--- config.mk ---
export PLATFORM = sky130hd
export DESIGN_NAME = rr_arbiter8
export DESIGN_NICKNAME = d
export VERILOG_FILES = /design/src/rtl/arb_pkg.sv /design/src/rtl/decode3_8.sv /design/src/rtl/rr_prio_pick.sv /design/src/rtl/rr_arbiter8.sv
export SDC_FILE = /design/constraint.sdc
export NUM_CORES = 1
export LEC_CHECK = 0
export BUFFER_PORTS_ARGS = -buffer_cell sky130_fd_sc_hd__buf_4
export CELL_PAD_IN_SITES_DETAIL_PLACEMENT = 1
export CELL_PAD_IN_SITES_GLOBAL_PLACEMENT = 1
export CORE_MARGIN = 5
export CORE_UTILIZATION = 39
export CTS_CLUSTER_SIZE = 16
export DETAILED_ROUTE_END_ITERATION = 8
export PLACE_DENSITY_LB_ADDON = 0.1
export SYNTH_ARGS = -nofsm -noshare
export SYNTH_HDL_FRONTEND = slang
export SYNTH_SLANG_ARGS = --single-unit
--- constraint.sdc ---
create_clock -name clk -period 2.8 [get_ports clk]
set_input_delay 0 -clock clk [delete_from_list [all_inputs] [get_ports clk]]
set_output_delay 0 -clock clk [all_outputs]
set_load 0.03 [all_outputs]
--- src/rtl/arb_pkg.sv ---
// Shared types and sizing for the eight-way round-robin arbiter.
// Latency: n/a (declarations only).
// Backpressure: n/a.
package arb_pkg;

  localparam int NUM_REQ = 8;
  localparam int IDX_W   = 3;

  // Arbiter FSM encoding. One bit is enough for the two states.
  typedef enum logic {
    ARB_IDLE = 1'b0,
    ARB_BUSY = 1'b1
  } arb_state_e;

endpackage

--- src/rtl/decode3_8.sv ---
// 3-to-8 one-hot decoder with enable; all-zero output when disabled.
// Latency: combinational.
// Backpressure: none.
module decode3_8 (
  input  logic [2:0] idx,
  input  logic       en,
  output logic [7:0] onehot
);

  // Set exactly one bit when enabled, otherwise drive zero.
  always_comb begin
    onehot = 8'h00;
    if (en) begin
      onehot[idx] = 1'b1;
    end
  end

endmodule

--- src/rtl/rr_prio_pick.sv ---
// Round-robin winner search: first set req bit at or after ptr, wrapping 7->0.
// Latency: combinational.
// Backpressure: none; found=0 when req is empty.
module rr_prio_pick
  import arb_pkg::*;
(
  input  logic [NUM_REQ-1:0] req,
  input  logic [IDX_W-1:0]   ptr,
  output logic               found,
  output logic [IDX_W-1:0]   idx
);

  logic [NUM_REQ-1:0] rot;
  logic [IDX_W-1:0]   enc;

  // Rotate so that bit 0 of rot corresponds to req[ptr].
  assign rot = NUM_REQ'({req, req} >> ptr);

  // Fixed-priority encode on the rotated vector; lowest bit wins.
  always_comb begin
    enc   = '0;
    found = 1'b0;
    for (int i = NUM_REQ - 1; i >= 0; i--) begin
      if (rot[i]) begin
        enc   = IDX_W'(i);
        found = 1'b1;
      end
    end
  end

  // Undo the rotation; the 3-bit add wraps naturally modulo 8.
  assign idx = enc + ptr;

endmodule

--- src/rtl/rr_arbiter8.sv ---
// Eight-requester round-robin arbiter with registered one-hot grant and optional hold limit.
// Latency: grant appears one cycle after a request is seen in IDLE; every release costs one idle cycle.
// Backpressure: non-owner requests are not queued; requesters must hold req until granted.
module rr_arbiter8
  import arb_pkg::*;
#(
  parameter int MAX_HOLD = 0,
  parameter int HOLD_W   = 8
) (
  input  logic               clk,
  input  logic               rst_n,
  input  logic [NUM_REQ-1:0] req,
  input  logic               done,
  output logic [NUM_REQ-1:0] grant,
  output logic [IDX_W-1:0]   grant_idx,
  output logic               grant_valid,
  output logic               hold_expired
);

  // Hold limit is disabled when MAX_HOLD is zero; HOLD_LAST is then unused.
  localparam bit                HOLD_EN   = (MAX_HOLD != 0);
  localparam logic [HOLD_W-1:0] HOLD_LAST = HOLD_W'(MAX_HOLD - 1);

  arb_state_e         state_q;
  arb_state_e         state_d;
  logic [IDX_W-1:0]   ptr;
  logic [IDX_W-1:0]   ptr_d;
  logic [NUM_REQ-1:0] grant_d;
  logic [IDX_W-1:0]   grant_idx_d;
  logic               grant_valid_d;
  logic [HOLD_W-1:0]  hold_cnt;
  logic [HOLD_W-1:0]  hold_cnt_d;
  logic               hold_expired_d;

  logic               pick_found;
  logic [IDX_W-1:0]   pick_idx;
  logic [NUM_REQ-1:0] pick_onehot;
  logic               owner_req;
  logic               hold_hit;

  rr_prio_pick u_pick (
    .req   (req),
    .ptr   (ptr),
    .found (pick_found),
    .idx   (pick_idx)
  );

  // One-hot form of the candidate owner, registered into grant on acceptance.
  decode3_8 u_dec (
    .idx    (pick_idx),
    .en     (pick_found),
    .onehot (pick_onehot)
  );

  assign owner_req = req[grant_idx];
  assign hold_hit  = HOLD_EN && (hold_cnt == HOLD_LAST);

  // Next-state and next-output logic; everything holds unless a grant or release happens.
  always_comb begin
    state_d        = state_q;
    ptr_d          = ptr;
    grant_d        = grant;
    grant_idx_d    = grant_idx;
    grant_valid_d  = grant_valid;
    hold_cnt_d     = hold_cnt;
    hold_expired_d = 1'b0;
    case (state_q)
      ARB_IDLE: begin
        // done is ignored here; only a pending request moves us on.
        if (pick_found) begin
          state_d       = ARB_BUSY;
          grant_idx_d   = pick_idx;
          grant_d       = pick_onehot;
          grant_valid_d = 1'b1;
          hold_cnt_d    = '0;
        end
      end
      ARB_BUSY: begin
        if (done || !owner_req || hold_hit) begin
          state_d        = ARB_IDLE;
          grant_d        = '0;
          grant_valid_d  = 1'b0;
          ptr_d          = grant_idx + IDX_W'(1);
          hold_cnt_d     = '0;
          // Flag only releases caused purely by the hold limit.
          hold_expired_d = hold_hit && !done && owner_req;
        end else if (hold_cnt != {HOLD_W{1'b1}}) begin
          hold_cnt_d = hold_cnt + HOLD_W'(1);
        end
      end
      default: begin
        state_d       = ARB_IDLE;
        grant_d       = '0;
        grant_valid_d = 1'b0;
      end
    endcase
  end

  // State and output registers; reset drops any grant immediately.
  always_ff @(posedge clk or negedge rst_n) begin
    if (!rst_n) begin
      state_q      <= ARB_IDLE;
      ptr          <= '0;
      grant        <= '0;
      grant_idx    <= '0;
      grant_valid  <= 1'b0;
      hold_cnt     <= '0;
      hold_expired <= 1'b0;
    end else begin
      state_q      <= state_d;
      ptr          <= ptr_d;
      grant        <= grant_d;
      grant_idx    <= grant_idx_d;
      grant_valid  <= grant_valid_d;
      hold_cnt     <= hold_cnt_d;
      hold_expired <= hold_expired_d;
    end
  end

endmodule

==> summary.md, run 1 <==
| Metric | Value |
|---|---|
| Count of filler cells inserted in the layout | `~420` |
| Instance count of the mapped netlist | `between 100 and 150` |
| Mux cell area share after synthesis | `19.43%` |
| Worst setup slack after placement | `-0.3364 ns` |
| EDFF count, synth | `0` |
| Remaining design rule violation count | `0` |
| Endpoint arrival time on the critical path | `3.18 ns` |
| Worst Tran Pin Value | `between 0.6 and 0.7 ns` |
| Number of maximum-capacitance constraint violations | `0` |
| Area of the placeable core | `3363 sq um` |
| Worst slew margin relative to its limit | `between 50 and 60%` |
| Max-slew violation total from the final report | `0` |
| Share of the clock period used by the worst path | `106.8%` |
| Xor-xnor portion of the synthesized cell area | `~2.5%` |
| Fin nets | `~190` |
| CP required | `3.00 ns` |
| Pin count of the biggest net entering global routing | `17` |
| Via count of the first global-routing pass | `1,339` |
| CTS tree | `built` |
| Leading post-synthesis cells by instance count | `18 x nand2_1, 16 x dfrtp_1, 13 x nor2_1` |
| Worst setup EP type | `flip-flop` |
| Setup repair after global routing missed its margin | `yes` |
| I/O pin total | `24` |
| Clock network latency to the later pin of the worst-skew pair | `approximately 0.3 ns` |
| Pwr per Cell Area | `about 1300 nW/um^2` |
| Number of antenna violations at the first check in global routing | `0` |
| Number of hold violations in the final report | `0` |
| Largest fanout of any net on the critical path | `6` |
| Die outline area | `4783 sq um` |
| Site row count | `21` |
| Adder and majority cell fraction of the synthesized area | `under 10%` |
| Kind of launch point of the worst setup path | `flip-flop` |
| Initial Utilization | `around 41%` |
| Class of the most critical hold timing path | `input pin to async pin` |
| Syn Nets | `~150` |
| Ratio of cells with drive above 1 in the final layout | `a little under half` |
| Chip Width | `69.16 um` |
| Violation count after the first detailed-routing iteration | `38` |
| Startpoint-to-endpoint class of the critical path | `flip-flop to flip-flop` |
| Cell types with the largest area share after synthesis | `dfrtp_1 29%, mux4_1 9.6%, mux4_2 6.6%` |
| Largest family of logic cells by synthesized area | `compound AO/OA/AOI/OAI gates` |
| Number of clock sinks | `16` |
| Start point of the critical path | `ptr[0]$_DFFE_PN0P_` |
| Average wire per standard cell | `roughly 18 um` |
| Leading cell type by number of instances after synthesis | `nand2_1` |
| Total leakage power | `~0.77 nW` |
| Via Count | `around 1,300` |
| Average footprint of a synthesized cell | `10.34 sq um` |
| Cell type contributing the most total cell area after synthesis | `dfrtp_1` |
| Time the worst path needs with I/O delays and setup | `~3.0 ns` |
| Violated checks | `setup timing` |
| Leftover overflow at the end of global routing | `0` |
| Top flip-flop cell by instance count after synthesis | `dfrtp_1` |
| Number of warnings printed during yosys synthesis | `0` |
| Layout overhead on the synthesized area | `34.37%` |
| Clock slew at the register clock pins of the worst setup and hold paths | `roughly 0.1 ns` |
| Portion of synthesized cell area occupied by the leading cell type | `29.33%` |
| Global-route wire length before repair | `between 6 and 7 mm` |
| Number of port buffers | `22` |
| H-tree Lvls | `1` |
| Worst supply voltage drop on vdd | `0.4831 mV` |
| Number of vias per cell after detailed routing | `about 5.6` |
| Part of the Yosys area used for sequential elements | `a little under 30%` |
| Post-layout total power | `around 2.4 mW` |
| Aggregate global-route resource usage | `roughly 17%` |
| Worst-case setup margin in the final layout | `-0.1892 ns` |
| Antenna-violating nets left | `0` |
| Register bit total from synthesis | `16` |
| Async SR Flop Fraction | `100.0%` |
| Simple logic cell fraction of the synthesized area | `roughly 20%` |
| Detailed Routing Iterations Pass 1 | `4` |
| Antenna cells | `0` |
| Synth cell types | `46` |
| Number of setup violations in the final report | `10` |
| R2r startpoint | `ptr[0]$_DFFE_PN0P_` |
| Detailed Route WL | `4.041 mm` |
| Clock Path Buffers | `2` |
| Run status | `finished with violations` |
| Skew final | `0.001204 ns` |
| Number of CTS-inserted buffers | `3` |
| Vertical die dimension | `about 69 um` |
| Final HPWL from detailed placement | `~3 mm` |
| Gpl congestion | `roughly 0.8` |
| Timing-limited maximum frequency | `~330 MHz` |
| Post-synthesis compound-gate area fraction | `roughly 20%` |
| Clk root buf | `clkbuf_4` |
| Cell area after synthesis | `about 1400 sq um` |
[repair_timing]
| action | in CTS | in global routing |
|---|---|---|
| pin swaps | 2 | 10 |
| hold buffers | 1 | 0 |
| hold endpoints to repair | 16 | 0 |
| gates cloned | 0 | 1 |
| resized for setup | 10 | 7 |
| setup endpoints to repair | 10 | 10 |
| setup buffers | 4 | 4 |
[logic make-up (layout without fill, tap and decap cells)]
group                      count (synthesis)  after routing
adders and majority gates                  3              3
buffers and inverters                      9             53
other                                      1              1
AOI/OAI and AO/OA                         34             34
DFF                                       16             16
and+or+nand+nor                           53             53
muxes                                     13             13
xor gates and xnor gates                   3              4
[placed cells by master (no fill, tap or decap), drive strengths merged, types with 3 or more instances in the layout]
cell type	synthesis	layout
a21oi	5	5
buf	6	46
clkbuf	1	4
dfrtp	16	16
mux2	3	3
mux4	9	9
nand2	18	18
nand2b	3	3
nand3	3	3
nor2	13	13
nor2b	5	5
nor3b	3	3
o2111ai	3	3
o21ai	8	8
[metal layers]
metal	routed length [um]	global-route usage [%]
met5	0	0
met4	34	4.555
met3	111	3.924
met2	2169	30.51
met1	1725	21.44
[area by class of cell]
cell class / instances / area, sq um / share of cell area [%]
Timing Repair Buffer: 47 / 362.8 / 19.78
Tap cell: 46 / 57.56 / 3.138
Clock buffer: 4 / 36.28 / 1.978
Multi-Input combinational cell: 108 / 968.4 / 52.80
Sequential cell: 16 / 401.6 / 21.90
Inverter: 2 / 7.507 / 0.4093
[worst paths after layout]
kind                       slack (ns)                 endpoint  cells after the start
max                             -0.19     grant[3]$_DFFE_PN0P_                     11
min                              0.09     grant[2]$_DFFE_PN0P_                      2
max reg2reg                     -0.19     grant[3]$_DFFE_PN0P_                     11
min reg2reg                      0.51  grant_valid$_DFFE_PN0P_                      2
max in group asynchronous        2.51       ptr[0]$_DFFE_PN0P_                      2
min in group clk                 0.23        state_q$_DFF_PN0_                      4
[state kept, by name, indices dropped and copies added (netlist names)]
name / flops
ptr: 3
state_q: 1
grant: 8
grant_valid: 1
grant_idx: 3
[critical path, cell delays in order, from the launching register on]
cell	delay [ns]
dfrtp_2	0.45
buf_4	0.13
buf_4	0.11
mux4_2	0.52
nand2_1	0.10
o2111ai_1	0.14
a311oi_2	0.29
ha_2	0.25
fa_2	0.47
nand3_1	0.14
inv_1	0.06
a22o_2	0.22
[report_power, final]
| part | switching [mW] | internal (mW) |
|---|---|---|
| Clock | 0.0790 | 0.0794 |
| Combinational | 0.983 | 0.892 |
| Sequential | 0.0961 | 0.319 |
[metrics by stage]
step	setup TNS, ns	hold WS (ns)	area [sq um]	std cells	utilization, %
2_1_floorplan	0	-0.2956	1374	132	-
3_3_place_gp	-1.685	-0.1307	1655	209	49.22
3_5_place_dp	-2.969	-0.1285	1655	209	49.22
4_1_cts	-1.204	0.09906	1767	218	52.53
5_1_grt	-2.293	0.09848	1834	223	54.54
6_report	-1.456	0.09259	1834	223	54.54
No activity file was read; power rests on OpenSTA's default activity.
==> run 2, diff against run 1 <==
--- a/config.mk
+++ b/config.mk
@@ -12,6 +12,7 @@
 export CORE_UTILIZATION = 39
 export CTS_CLUSTER_SIZE = 16
 export DETAILED_ROUTE_END_ITERATION = 8
+export MAX_ROUTING_LAYER = met4
 export PLACE_DENSITY_LB_ADDON = 0.1
 export SYNTH_ARGS = -nofsm -noshare
 export SYNTH_HDL_FRONTEND = slang
==> summary.md, run 2 (same netlist as run 1, synthesis figures left out) <==
| Metric | Value |
|---|---|
| Run status | `finished with violations (unchanged)` |
| Violated checks | `setup timing (unchanged)` |
| Worst setup slack after placement | `-0.2521 ns (was -0.3364 ns)` |
| Area of the placeable core | `3363 sq um (unchanged)` |
| Number of hold violations in the final report | `0 (unchanged)` |
| Largest fanout of any net on the critical path | `5 (was 6)` |
| Worst-case setup margin in the final layout | `-0.1541 ns (was -0.1892 ns)` |
| FF-to-FF setup slack | `-0.15 ns (was -0.19 ns)` |
| CTS tree | `built (unchanged)` |
| Number of setup violations in the final report | `9 (was 10)` |
| Pwr per Cell Area | `1362 nW/um^2 (was 1335 nW/um^2)` |
| Average wire per standard cell | `18.54 um (was 18.12 um)` |
| Most frequent standard cell in the layout excluding fill and tap cells | `buf_4 (unchanged)` |
| Class of the most critical hold timing path | `input pin to async pin (unchanged)` |
| Number of CTS-inserted buffers | `3 (unchanged)` |
| Number of clock sinks | `16 (unchanged)` |
| Cells traversed along the worst timing path | `buf_6 -> mux4_2 -> nor2_4 -> o2111ai_2 -> a311oi_2 -> ha_2 -> fa_2 -> xor2_4 -> xnor2_4 -> a32o_1 (was buf_4 -> buf_4 -> mux4_2 -> nand2_1 -> o2111ai_1 -> a311oi_2 -> ha_2 -> fa_2 -> nand3_1 -> inv_1 -> a22o_2)` |
| Vertical die dimension | `69.16 um (unchanged)` |
| Number of vias per cell after detailed routing | `5.694 (was 5.628)` |
| Number of maximum-capacitance constraint violations | `0 (unchanged)` |
| Startpoint-to-endpoint class of the critical path | `flip-flop to flip-flop (unchanged)` |
| Total cell area at the placement stage | `1670 sq um (was 1655 sq um)` |
| Number of flip-flops in the largest register | `8 (unchanged)` |
| Kind of launch point of the worst setup path | `flip-flop (unchanged)` |
| I/O pin total | `24 (unchanged)` |
| Initial Utilization | `40.59% (unchanged)` |
| Endpoint arrival time on the critical path | `3.14 ns (was 3.18 ns)` |
| Utilization after layout | `54.54% (unchanged)` |
| Count of buffer and inverter cells on the critical path | `1 (was 3)` |
| Gpl congestion | `0.7875 (was 0.7787)` |
| Clk root buf | `clkbuf_4 (unchanged)` |
| R2r startpoint | `ptr[0]$_DFFE_PN0P_ (unchanged)` |
| Clock Path Buffers | `2 (unchanged)` |
| Top Registers | `grant x8, grant_idx x3, ptr x3 (unchanged)` |
| Total leakage power | `0.7499 nW (was 0.7731 nW)` |
| Time the worst path needs with I/O delays and setup | `2.954 ns (was 2.989 ns)` |
| Fin nets | `189 (was 192)` |
| Fin area | `1834 sq um (unchanged)` |
| Antenna cells | `0 (unchanged)` |
| Detailed Route WL | `4.060 mm (was 4.041 mm)` |
| Clock network latency to the later pin of the worst-skew pair | `0.28 ns (was 0.30 ns)` |
| Worst supply voltage drop on vdd | `0.7012 mV (was 0.4831 mV)` |
| Worst slew margin relative to its limit | `57.55% (was 53.55%)` |
| Timing-limited maximum frequency | `338.5 MHz (was 334.5 MHz)` |
| Clock slew at the register clock pins of the worst setup and hold paths | `0.09 ns (was 0.10 ns)` |
| Highest-count cells in the layout ignoring fill and taps | `40 x buf_4, 17 x nand2_1, 15 x dfrtp_1, 9 x mux4_2, 8 x nor2_1 (was 44 x buf_4, 17 x nand2_1, 15 x dfrtp_1, 9 x nor2_1, 7 x mux4_2)` |
| Aggregate global-route resource usage | `17.59% (was 17.41%)` |
| Violation count after the first detailed-routing iteration | `57 (was 38)` |
| Cell type of the slowest stage on the worst timing path | `mux4_2 (unchanged)` |
| Number of antenna violations at the first check in global routing | `0 (unchanged)` |
| CP required | `2.98 ns (was 3.00 ns)` |
| Layout overhead on the synthesized area | `34.37% (unchanged)` |
| CP top delay family | `compound AO/OA/AOI/OAI gates (was adder cells)` |
| Antenna-violating nets left | `0 (unchanged)` |
| Remaining design rule violation count | `0 (unchanged)` |
| Skew final | `0.002165 ns (was 0.001204 ns)` |
| Biggest cell delay along the critical path | `0.56 ns (was 0.52 ns)` |
| Detailed Routing Iterations Pass 1 | `6 (was 4)` |
| Die outline area | `4783 sq um (unchanged)` |
| Max-slew violation total from the final report | `0 (unchanged)` |
| Site row count | `21 (unchanged)` |
| Via Count | `1,247 (was 1,255)` |
| Setup repair after global routing missed its margin | `yes (unchanged)` |
| Chip Width | `69.16 um (unchanged)` |
| Final HPWL from detailed placement | `2.993 mm (was 2.994 mm)` |
| RR Endpoint | `grant[0]$_DFFE_PN0P_ (was grant[3]$_DFFE_PN0P_)` |
| Count of filler cells inserted in the layout | `407 (was 417)` |
| Worst Tran Pin Value | `0.6325 ns (was 0.6935 ns)` |
| Via count of the first global-routing pass | `1,371 (was 1,339)` |
| Worst setup EP type | `flip-flop (unchanged)` |
| Global-route wire length before repair | `6.596 mm (was 6.755 mm)` |
| Total placed cells including tap cells | `211 (was 209)` |
| FF-to-FF path depth | `10 (was 11)` |
| Share of the clock period used by the worst path | `105.5% (was 106.8%)` |
| Leftover overflow at the end of global routing | `0 (unchanged)` |
| Top register by number of flip-flops | `grant (unchanged)` |
| H-tree Lvls | `1 (unchanged)` |
| Non-filler cells in the finished layout | `219 (was 223)` |
| Hold WS | `0.1196 ns (was 0.09259 ns)` |
| Ratio of cells with drive above 1 in the final layout | `49.71% (was 46.89%)` |
| Pin count of the biggest net entering global routing | `17 (unchanged)` |
| Number of port buffers | `22 (unchanged)` |
-- run 2: worst max path at each step --
stage	from	end	slack [ns]	cells past startpoint
after floorplan	ptr[0]$_DFFE_PN0P_	grant[1]$_DFFE_PN0P_	0.03	11
after global placement	ptr[0]$_DFFE_PN0P_	grant[1]$_DFFE_PN0P_	-0.17	11
after detailed placement	ptr[0]$_DFFE_PN0P_	grant[0]$_DFFE_PN0P_	-0.25	11
after CTS	ptr[0]$_DFFE_PN0P_	grant[0]$_DFFE_PN0P_	-0.14	11
after global routing	ptr[0]$_DFFE_PN0P_	grant[1]$_DFFE_PN0P_	-0.23	10
final	ptr[0]$_DFFE_PN0P_	grant[0]$_DFFE_PN0P_	-0.15	10
-- run 2: power breakdown --
part	switching (mW)	internal (mW)
sequential	0.0970	0.319
clock	0.0733	0.0500
combinational	1.04	0.924
-- run 2: final cells by class --
type / count / area (sq um) / area share [%]
inverters: 2 / 7.507 / 0.4093
clock buffers: 3 / 22.52 / 1.228
well taps: 46 / 57.56 / 3.138
flip-flops and latches: 16 / 401.6 / 21.90
multi-input cells: 108 / 1001 / 54.57
repair buffers: 44 / 344.1 / 18.76
-- run 2: per-layer routing --
metal	track usage (%)	vias to the layer above	wire length (um)
met2	31.78	16	2191
met3	2.471	2	86
met5	-	-	0
li1	-	590	-
met4	3.254	0	29
met1	20.89	639	1752
-- run 2: timing repair --
item,CTS,global route
gates cloned,1,0
pin swaps,12,8
endpoints found under the setup margin,10,10
hold endpoints to repair,16,0
hold buffers,1,0
buffers inserted,3,0
resized for setup,14,14
-- run 2: worst reg2reg max path, cell delays in order (launching register included) --
cell       delay, ns
dfrtp_2         0.43
buf_6           0.12
mux4_2          0.56
nor2_4          0.15
o2111ai_2       0.12
a311oi_2        0.32
ha_2            0.24
fa_2            0.24
xor2_4          0.29
xnor2_4         0.14
a32o_1          0.24
-- run 2: stage by stage --
| step | total power [mW] | setup TNS [ns] |
|---|---|---|
| 5_1_grt | 2.674 | -1.681 |
| 3_5_place_dp | 1.966 | -2.133 |
| 3_3_place_gp | 1.908 | -1.413 |
| 6_report | 2.499 | -0.8465 |
| 4_1_cts | 2.330 | -1.052 |
| 2_1_floorplan | 1.501 | 0 |
